## src/rtl/eth_txarb_rr_if.sv

```systemverilog
`default_nettype none
// ============================================================================
// Module      : eth_txarb_rr_if
// Description : Bundles the upstream FWFT FIFO read ports and the downstream
//               FIFO write port of the round-robin TX arbiter.
//               master = arbiter side, slave = FIFO/environment side.
// Revision    : 1.0 - initial release
// ============================================================================
interface eth_txarb_rr_if #(
    parameter int NCH  = 4,
    parameter int DW   = 81,
    parameter int TAGW = 2
);
    logic [NCH*DW-1:0]   fifo_dout;
    logic [NCH-1:0]      fifo_empty;
    logic [NCH-1:0]      fifo_rd_en;
    logic [TAGW+DW-1:0]  din;
    logic                full;
    logic                wr_en;

    modport master (
        input  fifo_dout, fifo_empty, full,
        output fifo_rd_en, din, wr_en
    );

    modport slave (
        output fifo_dout, fifo_empty, full,
        input  fifo_rd_en, din, wr_en
    );
endinterface
`default_nettype wire

```

## src/rtl/eth_txarb_rr.sv

```systemverilog
`default_nettype none
// ============================================================================
// Module      : eth_txarb_rr
// Description : N-channel packet-granular round-robin arbiter for the Ethernet
//               TX path. Merges NCH FWFT FIFOs into one downstream write port,
//               prepends a channel tag, never interleaves packets, honours
//               backpressure and stalls on mid-packet empty.
//               Optional macro ETH_TXARB_STRICT_PRIO_EN: IDLE always scans from
//               channel 0 (fixed priority) and the round-robin pointer stays 0.
// Revision    : 1.0 - initial release
// ============================================================================
module eth_txarb_rr #(
    parameter int NCH  = 4,
    parameter int DW   = 81,
    parameter int TAGW = 2
) (
    input  wire logic             clk,
    input  wire logic             rst_n,
    eth_txarb_rr_if.master        bus,
    output logic [TAGW-1:0]       grant_ch,
    output logic                  busy
);
    localparam int IW = $clog2(NCH);

    generate
        if (TAGW < $clog2(NCH)) begin : g_tagw_check
            $error("eth_txarb_rr: TAGW too narrow for NCH");
        end
        if (NCH < 2 || NCH > 16) begin : g_nch_check
            $error("eth_txarb_rr: NCH must be in 2..16");
        end
    endgenerate

    typedef enum logic [0:0] {
        ST_IDLE = 1'b0,
        ST_XFER = 1'b1
    } state_t;

    state_t               state_q, state_d;
    logic [IW-1:0]        rr_ptr_q, rr_ptr_d;
    logic [IW-1:0]        sel_q, sel_d;
    logic                 wr_en_q, wr_en_d;
    logic [TAGW+DW-1:0]   din_q, din_d;

    logic [IW-1:0]        pick;
    logic                 pick_vld;
    logic [DW-1:0]        sel_word;
    logic                 rd;
    logic [NCH-1:0]       rd_en;

    // Choose the first non-empty channel starting at the round-robin pointer.
    always_comb begin
        logic [IW:0] sum;
        pick     = '0;
        pick_vld = 1'b0;
        sum      = '0;
        // Walk downward so the smallest offset from rr_ptr wins.
        for (int k = NCH - 1; k >= 0; k--) begin
            sum = {1'b0, rr_ptr_q} + (IW+1)'(k);
            if (sum >= (IW+1)'(NCH)) begin
                sum = sum - (IW+1)'(NCH);
            end
            if (!bus.fifo_empty[sum[IW-1:0]]) begin
                pick     = sum[IW-1:0];
                pick_vld = 1'b1;
            end
        end
    end

    // Select the head word of the granted channel.
    always_comb begin
        sel_word = '0;
        for (int i = 0; i < NCH; i++) begin
            if (sel_q == IW'(i)) begin
                sel_word = bus.fifo_dout[i*DW +: DW];
            end
        end
    end

    // Next-state logic: one arbitration cycle in IDLE, word-by-word reads in XFER.
    always_comb begin
        state_d  = state_q;
        sel_d    = sel_q;
        rd       = 1'b0;
`ifdef ETH_TXARB_STRICT_PRIO_EN
        rr_ptr_d = '0;
`else
        rr_ptr_d = rr_ptr_q;
`endif
        case (state_q)
            ST_IDLE: begin
                if (!bus.full && pick_vld) begin
                    sel_d   = pick;
                    state_d = ST_XFER;
                end
            end
            ST_XFER: begin
                // Granted channel is held until tlast, even across empty/full stalls.
                rd = !bus.fifo_empty[sel_q] && !bus.full;
                if (rd && sel_word[0]) begin
                    state_d = ST_IDLE;
`ifndef ETH_TXARB_STRICT_PRIO_EN
                    rr_ptr_d = (sel_q == IW'(NCH - 1)) ? '0 : sel_q + IW'(1);
`endif
                end
            end
            default: state_d = ST_IDLE;
        endcase
    end

    // Read strobe is one-hot on the granted channel, zero otherwise.
    always_comb begin
        rd_en = '0;
        for (int i = 0; i < NCH; i++) begin
            rd_en[i] = rd && (sel_q == IW'(i));
        end
    end

    // Registered write path: tag plus word, data held between writes.
    always_comb begin
        wr_en_d = rd;
        din_d   = rd ? {TAGW'(sel_q), sel_word} : din_q;
    end

    // State, pointer and datapath registers.
    always_ff @(posedge clk or negedge rst_n) begin
        if (!rst_n) begin
            state_q  <= ST_IDLE;
            rr_ptr_q <= '0;
            sel_q    <= '0;
            wr_en_q  <= 1'b0;
            din_q    <= '0;
        end else begin
            state_q  <= state_d;
            rr_ptr_q <= rr_ptr_d;
            sel_q    <= sel_d;
            wr_en_q  <= wr_en_d;
            din_q    <= din_d;
        end
    end

    assign bus.fifo_rd_en = rd_en;
    assign bus.wr_en      = wr_en_q;
    assign bus.din        = din_q;
    assign grant_ch       = TAGW'(sel_q);
    assign busy           = (state_q == ST_XFER);

endmodule
`default_nettype wire

```

## src/flat_wrapper.sv

```systemverilog
// flat-port wrapper written by rule: the top's interface ports become plain ports
module eth_txarb_rr_flat 
#(
    parameter int NCH  = 4,
    parameter int DW   = 81,
    parameter int TAGW = 2
)
  (clk, rst_n, grant_ch, busy, bus_fifo_dout, bus_fifo_empty, bus_full, bus_fifo_rd_en, bus_din, bus_wr_en);
  eth_txarb_rr_if #(.NCH(NCH), .DW(DW), .TAGW(TAGW)) bus_i ();
  input  wire logic clk;
  input  wire logic rst_n;
  output logic [TAGW-1:0] grant_ch;
  output logic busy;
  input wire logic [$bits(bus_i.fifo_dout)-1:0] bus_fifo_dout;
  input wire logic [$bits(bus_i.fifo_empty)-1:0] bus_fifo_empty;
  input wire logic [$bits(bus_i.full)-1:0] bus_full;
  output wire logic [$bits(bus_i.fifo_rd_en)-1:0] bus_fifo_rd_en;
  output wire logic [$bits(bus_i.din)-1:0] bus_din;
  output wire logic [$bits(bus_i.wr_en)-1:0] bus_wr_en;
  assign bus_i.fifo_dout = bus_fifo_dout;
  assign bus_i.fifo_empty = bus_fifo_empty;
  assign bus_i.full = bus_full;
  assign bus_fifo_rd_en = bus_i.fifo_rd_en;
  assign bus_din = bus_i.din;
  assign bus_wr_en = bus_i.wr_en;
  eth_txarb_rr #(.NCH(NCH), .DW(DW), .TAGW(TAGW)) u_core (.clk(clk), .rst_n(rst_n), .bus(bus_i), .grant_ch(grant_ch), .busy(busy));
endmodule
```

## config.mk

```make
export PLATFORM = sky130hd
export DESIGN_NAME = eth_txarb_rr_flat
export DESIGN_NICKNAME = d
export VERILOG_FILES = /design/src/rtl/eth_txarb_rr_if.sv /design/src/rtl/eth_txarb_rr.sv /design/src/flat_wrapper.sv
export SDC_FILE = /design/constraint.sdc
export NUM_CORES = 1
export LEC_CHECK = 0
export ABC_AREA = 1
export ABC_CLOCK_PERIOD_IN_PS = 3100
export CAP_MARGIN = 30
export CELL_PAD_IN_SITES_DETAIL_PLACEMENT = 1
export CELL_PAD_IN_SITES_GLOBAL_PLACEMENT = 2
export CORE_UTILIZATION = 18
export CTS_CLUSTER_DIAMETER = 50
export DETAILED_ROUTE_END_ITERATION = 16
export GPL_TIMING_DRIVEN = 0
export PLACE_DENSITY = 0.86
export SKIP_CTS_REPAIR_TIMING = 1
export SYNTH_ARGS = -nofsm -noshare
export SYNTH_HDL_FRONTEND = slang
export SYNTH_SLANG_ARGS = --single-unit
```

## constraint.sdc

```tcl
create_clock -name clk -period 3.1 [get_ports clk]
set_clock_uncertainty 0.05 [all_clocks]
set_input_delay 0.31 -clock clk [delete_from_list [all_inputs] [get_ports clk]]
set_output_delay 0.31 -clock clk [all_outputs]
set_load 0.005 [all_outputs]
```

==> reports/results.tsv <==
stage	metric	value	unit
setup_path	Critical Path Start	u_core.grant_ch[1]	
status	failing checks	negative hold slack	
global_routing	largest net degree at the start of global routing	50	
synth	count of different cell masters after synthesis	24	
detailed_routing	DRC violations left	0	
die	Die Area	0.0341	mm^2
timing	fmax	344	MHz
clock_tree	Clk Latency, worst-skew pair	0.35	ns
finish	most common cell after layout, fill and taps aside	clkdlybuf4s50_1	
setup_path	critical path's top delay family	buffers and inverters	
global_routing	number of global-route vias before repair	8638	
global_routing	global route total overflow	0	
synth	Mapped Area	0.00600	mm^2
power_and_ir_drop	VDD IR max	0.257	mV
clock_tree	clock tree buffer depth	2	
setup_path	WP data required	2.74	ns
power_and_ir_drop	Leak Pwr	0.00450	uW
hold_path	HP Class	primary input to asynchronous set/reset pin	
power_and_ir_drop	sw power	4210	uW
power_and_ir_drop	power share of the sequential group	0.223	
die	Die W	185	um
setup_path	Crit path arrival time	2.55	ns
synth	Synth Area in XOR/XNOR	0	
die	Initial Utilization	0.183	
synth	Post-Syn Nets	1229	
synth	Synth Instances	894	
timing	minimum clock period	2.91	ns
clock_tree	CTS tree	built	
finish	final net count	1660	
synth	largest family of logic cells by synthesized area	simple AND/OR/NAND/NOR gates	
synth	complex-gate fraction of the synthesized area	0.256	
power_and_ir_drop	Internal Power	4850	uW
setup_path	Worst path depth	7	
power_and_ir_drop	PwrDens	818	mW/mm^2
finish	Design Area, Final	0.0111	mm^2
synth	mux contribution to synthesized area	0	
place	PortBufs	421	
die	core area	0.0327	mm^2
global_routing	first-pass GRT wire length	51800	um
clock_tree	Inserted Clock Buffers	9	
setup_path	CP Class	flop to output pin	
setup_path	R2R setup slack	0.58	ns
job	max-cap viol count	0	
synth	Async S/R FF share, synth	1.00	
setup_path	sum of buffers and inverters on the critical path	5	
detailed_routing	Final ANT Viol Nets	0	
finish	most frequent cells in the layout	420 x clkdlybuf4s50_1, 231 x nand2_1, 132 x nor2_1	
power_and_ir_drop	switching share of power	0.465	
place	placed insts	1758	
die	Ports	422	
detailed_routing	routed length per instance	19.9	um
setup_path	Critical R2R Launch	u_core.grant_ch[0]	
finish	fraction of layout cells with a size suffix above 1	0.0579	
synth	top_reg_cell synth	dfrtp_1	
detailed_routing	DR iter-0 viols	316	
place	HPWL Detailed	27900	um
clock_tree	clk slew on worst S/H paths	0.07	ns
global_routing	initial antenna violation count	1	
setup_path	CP max-delay cell	clkdlybuf4s50_1	
timing	WHS	-0.0350	ns
clock_tree	Clock Sinks	89	
synth	Simple-Gate Fraction of Synth Area	0.290	
timing	fin crit share	0.937	
timing	final hold vios	36	
setup_path	Worst Setup EP	bus_fifo_rd_en[1]	
setup_path	cell chain of the critical path	inv_1 > ha_1 > buf_2 > inv_4 > clkbuf_1 > nor2_1 > clkdlybuf4s50_1	
synth	Synth Warn #	0	
detailed_routing	DR vias/cell	4.56	
place	placed inst area	0.0108	mm^2
power_and_ir_drop	Combinational Power Share	0.652	
global_routing	All-Layer GR Usage	0.204	
detailed_routing	Via Count	8088	
setup_path	CP Capture Type	output pin	
synth	synthesized flop and latch total	89	
setup_path	Critical Path Source Type	flop	
finish	Syn-to-layout area delta	84.6	%
synth	Post-Synth Adder-Cell Area	0.00834	
timing	Finish-stage setup viols	0	
timing	Slew headroom	0.509	
timing	worst-margin pin slew	0.736	ns
detailed_routing	detailed-router iteration count before antenna repair	4	
clock_tree	Clock H-tree levels	3	
power_and_ir_drop	Clk pwr share	0.126	
timing	Max Slew Vio Count	0	
synth	register area share after synthesis	0.371	
finish	Layout Cells excl Fill	1773	
status	status	finished, violations left	
timing	unrepaired setup endpoints after global routing	false	
setup_path	CP Max Fanout	10	
setup_path	Worst path max stage delay	0.51	ns
synth	EDFF count, synth	0	
setup_path	worst r2r path cells	8	
die	Die Y	185	um
die	std cell rows	66	
detailed_routing	final wirelength	35400	um
setup_path	worst r2r dst	u_core.bus.din[63]	
clock_tree	clk root buf	clkbuf_16	
place	Placer Congestion	0.866	
synth	Syn Area/Cell	6.71	um^2
-- cell families (layout without fill, tap and decap cells) --
kind of cell	Yosys count	after routing
and+or+nand+nor	434	434
adders and majority gates	4	4
AOI/OAI and AO/OA	271	271
buffers and inverters	96	532
DFF	89	89
other	0	1
-- routing by layer --
layer / vias up / track usage / wire (um) / share of wire
met5: - / 0 / 0 / 0
met4: 0 / 0.0663 / 936 / 0.026
met3: 43 / 0.0383 / 1960 / 0.055
met2: 266 / 0.357 / 17500 / 0.49
met1: 3865 / 0.250 / 15000 / 0.42
li1: 3914 / - / - / -
-- stage by stage --
| stage | total power, uW | setup TNS [ns] | hold slack, ns | utilization | worst slack [ns] |
|---|---|---|---|---|---|
| final | 9060 | 0 | -0.0350 | 0.339 | 0.194 |
| after global routing | 9890 | 0 | 0.00533 | 0.339 | 0.0204 |
| after CTS | 9230 | -0.159 | -0.0355 | 0.339 | -0.159 |
| after detailed placement | 8040 | 0 | 0.344 | 0.330 | 0.225 |
| after global placement | 7930 | -191.67 | 0.415 | 0.329 | -2.16 |
| after floorplan | 5050 | 0 | -0.0356 | - | 1.34 |
-- layout make-up --
| type | instances | area, um^2 |
|---|---|---|
| Antenna cell | 1 | 2.50 |
| Buffer | 78 | 380 |
| Clock buffer | 11 | 253 |
| Clock inverter | 5 | 37.5 |
| Fill cell | 4065 | 21600 |
| Inverter | 16 | 62.6 |
| Multi-Input combinational cell | 709 | 3320 |
| Sequential cell | 89 | 2230 |
| Tap cell | 442 | 553 |
| Timing Repair Buffer | 422 | 4240 |
-- cell usage after synthesis (6+ instances only) --
cell type / n / area [um^2]
a21oi_1: 21 / 105
a31oi_1: 62 / 388
buf_1: 6 / 22.5
buf_2: 39 / 195
buf_4: 10 / 75.1
clkbuf_1: 24 / 90.1
dfrtp_1: 89 / 2230
inv_1: 11 / 41.3
nand2_1: 231 / 867
nand3_1: 68 / 340
nor2_1: 132 / 495
o211ai_1: 36 / 270
o21ai_0: 63 / 315
o21ai_1: 86 / 430
-- how the worst min path moves through the flow --
stage | cells past startpoint | start | slack, ns | to
2_1_floorplan | 0 | rst_n | -0.04 | u_core.bus.din[0]
4_1_cts | 1 | rst_n | -0.04 | u_core.bus.din[8]
6_report | 1 | rst_n | -0.04 | u_core.bus.din[12]
5_1_grt | 1 | rst_n | 0.005 | u_core.bus.din[12]
3_5_place_dp | 1 | rst_n | 0.34 | u_core.bus.din[8]
3_3_place_gp | 2 | u_core.bus.din[40] | 0.41 | u_core.bus.din[40]
-- power by group through the flow --
stage,Sequential (uW),Clock [uW],Combinational (uW)
after global routing,2090,1220,6580
after global placement,2020,0,5910
after detailed placement,2040,0,6000
final,2020,1140,5910
after CTS,2020,1190,6020
after floorplan,2030,0,3010
-- registers in the layout (all words and copies together) (netlist names) --
signal and cells:
u_core.bus.din 83, u_core.bus.wr_en 1, u_core.busy 1, u_core.grant_ch 2, u_core.rr_ptr_q 2
-- worst reg2reg max path, cell delays in order, from the launching register on --
cell and delay [ns]:
dfrtp_1 0.49, inv_2 0.14, ha_1 0.25, inv_2 0.24, buf_4 0.30, clkbuf_1 0.44, a31oi_1 0.21, o21ai_0 0.23
o21ai_1 0.08
No activity file was read; power rests on OpenSTA's default activity.
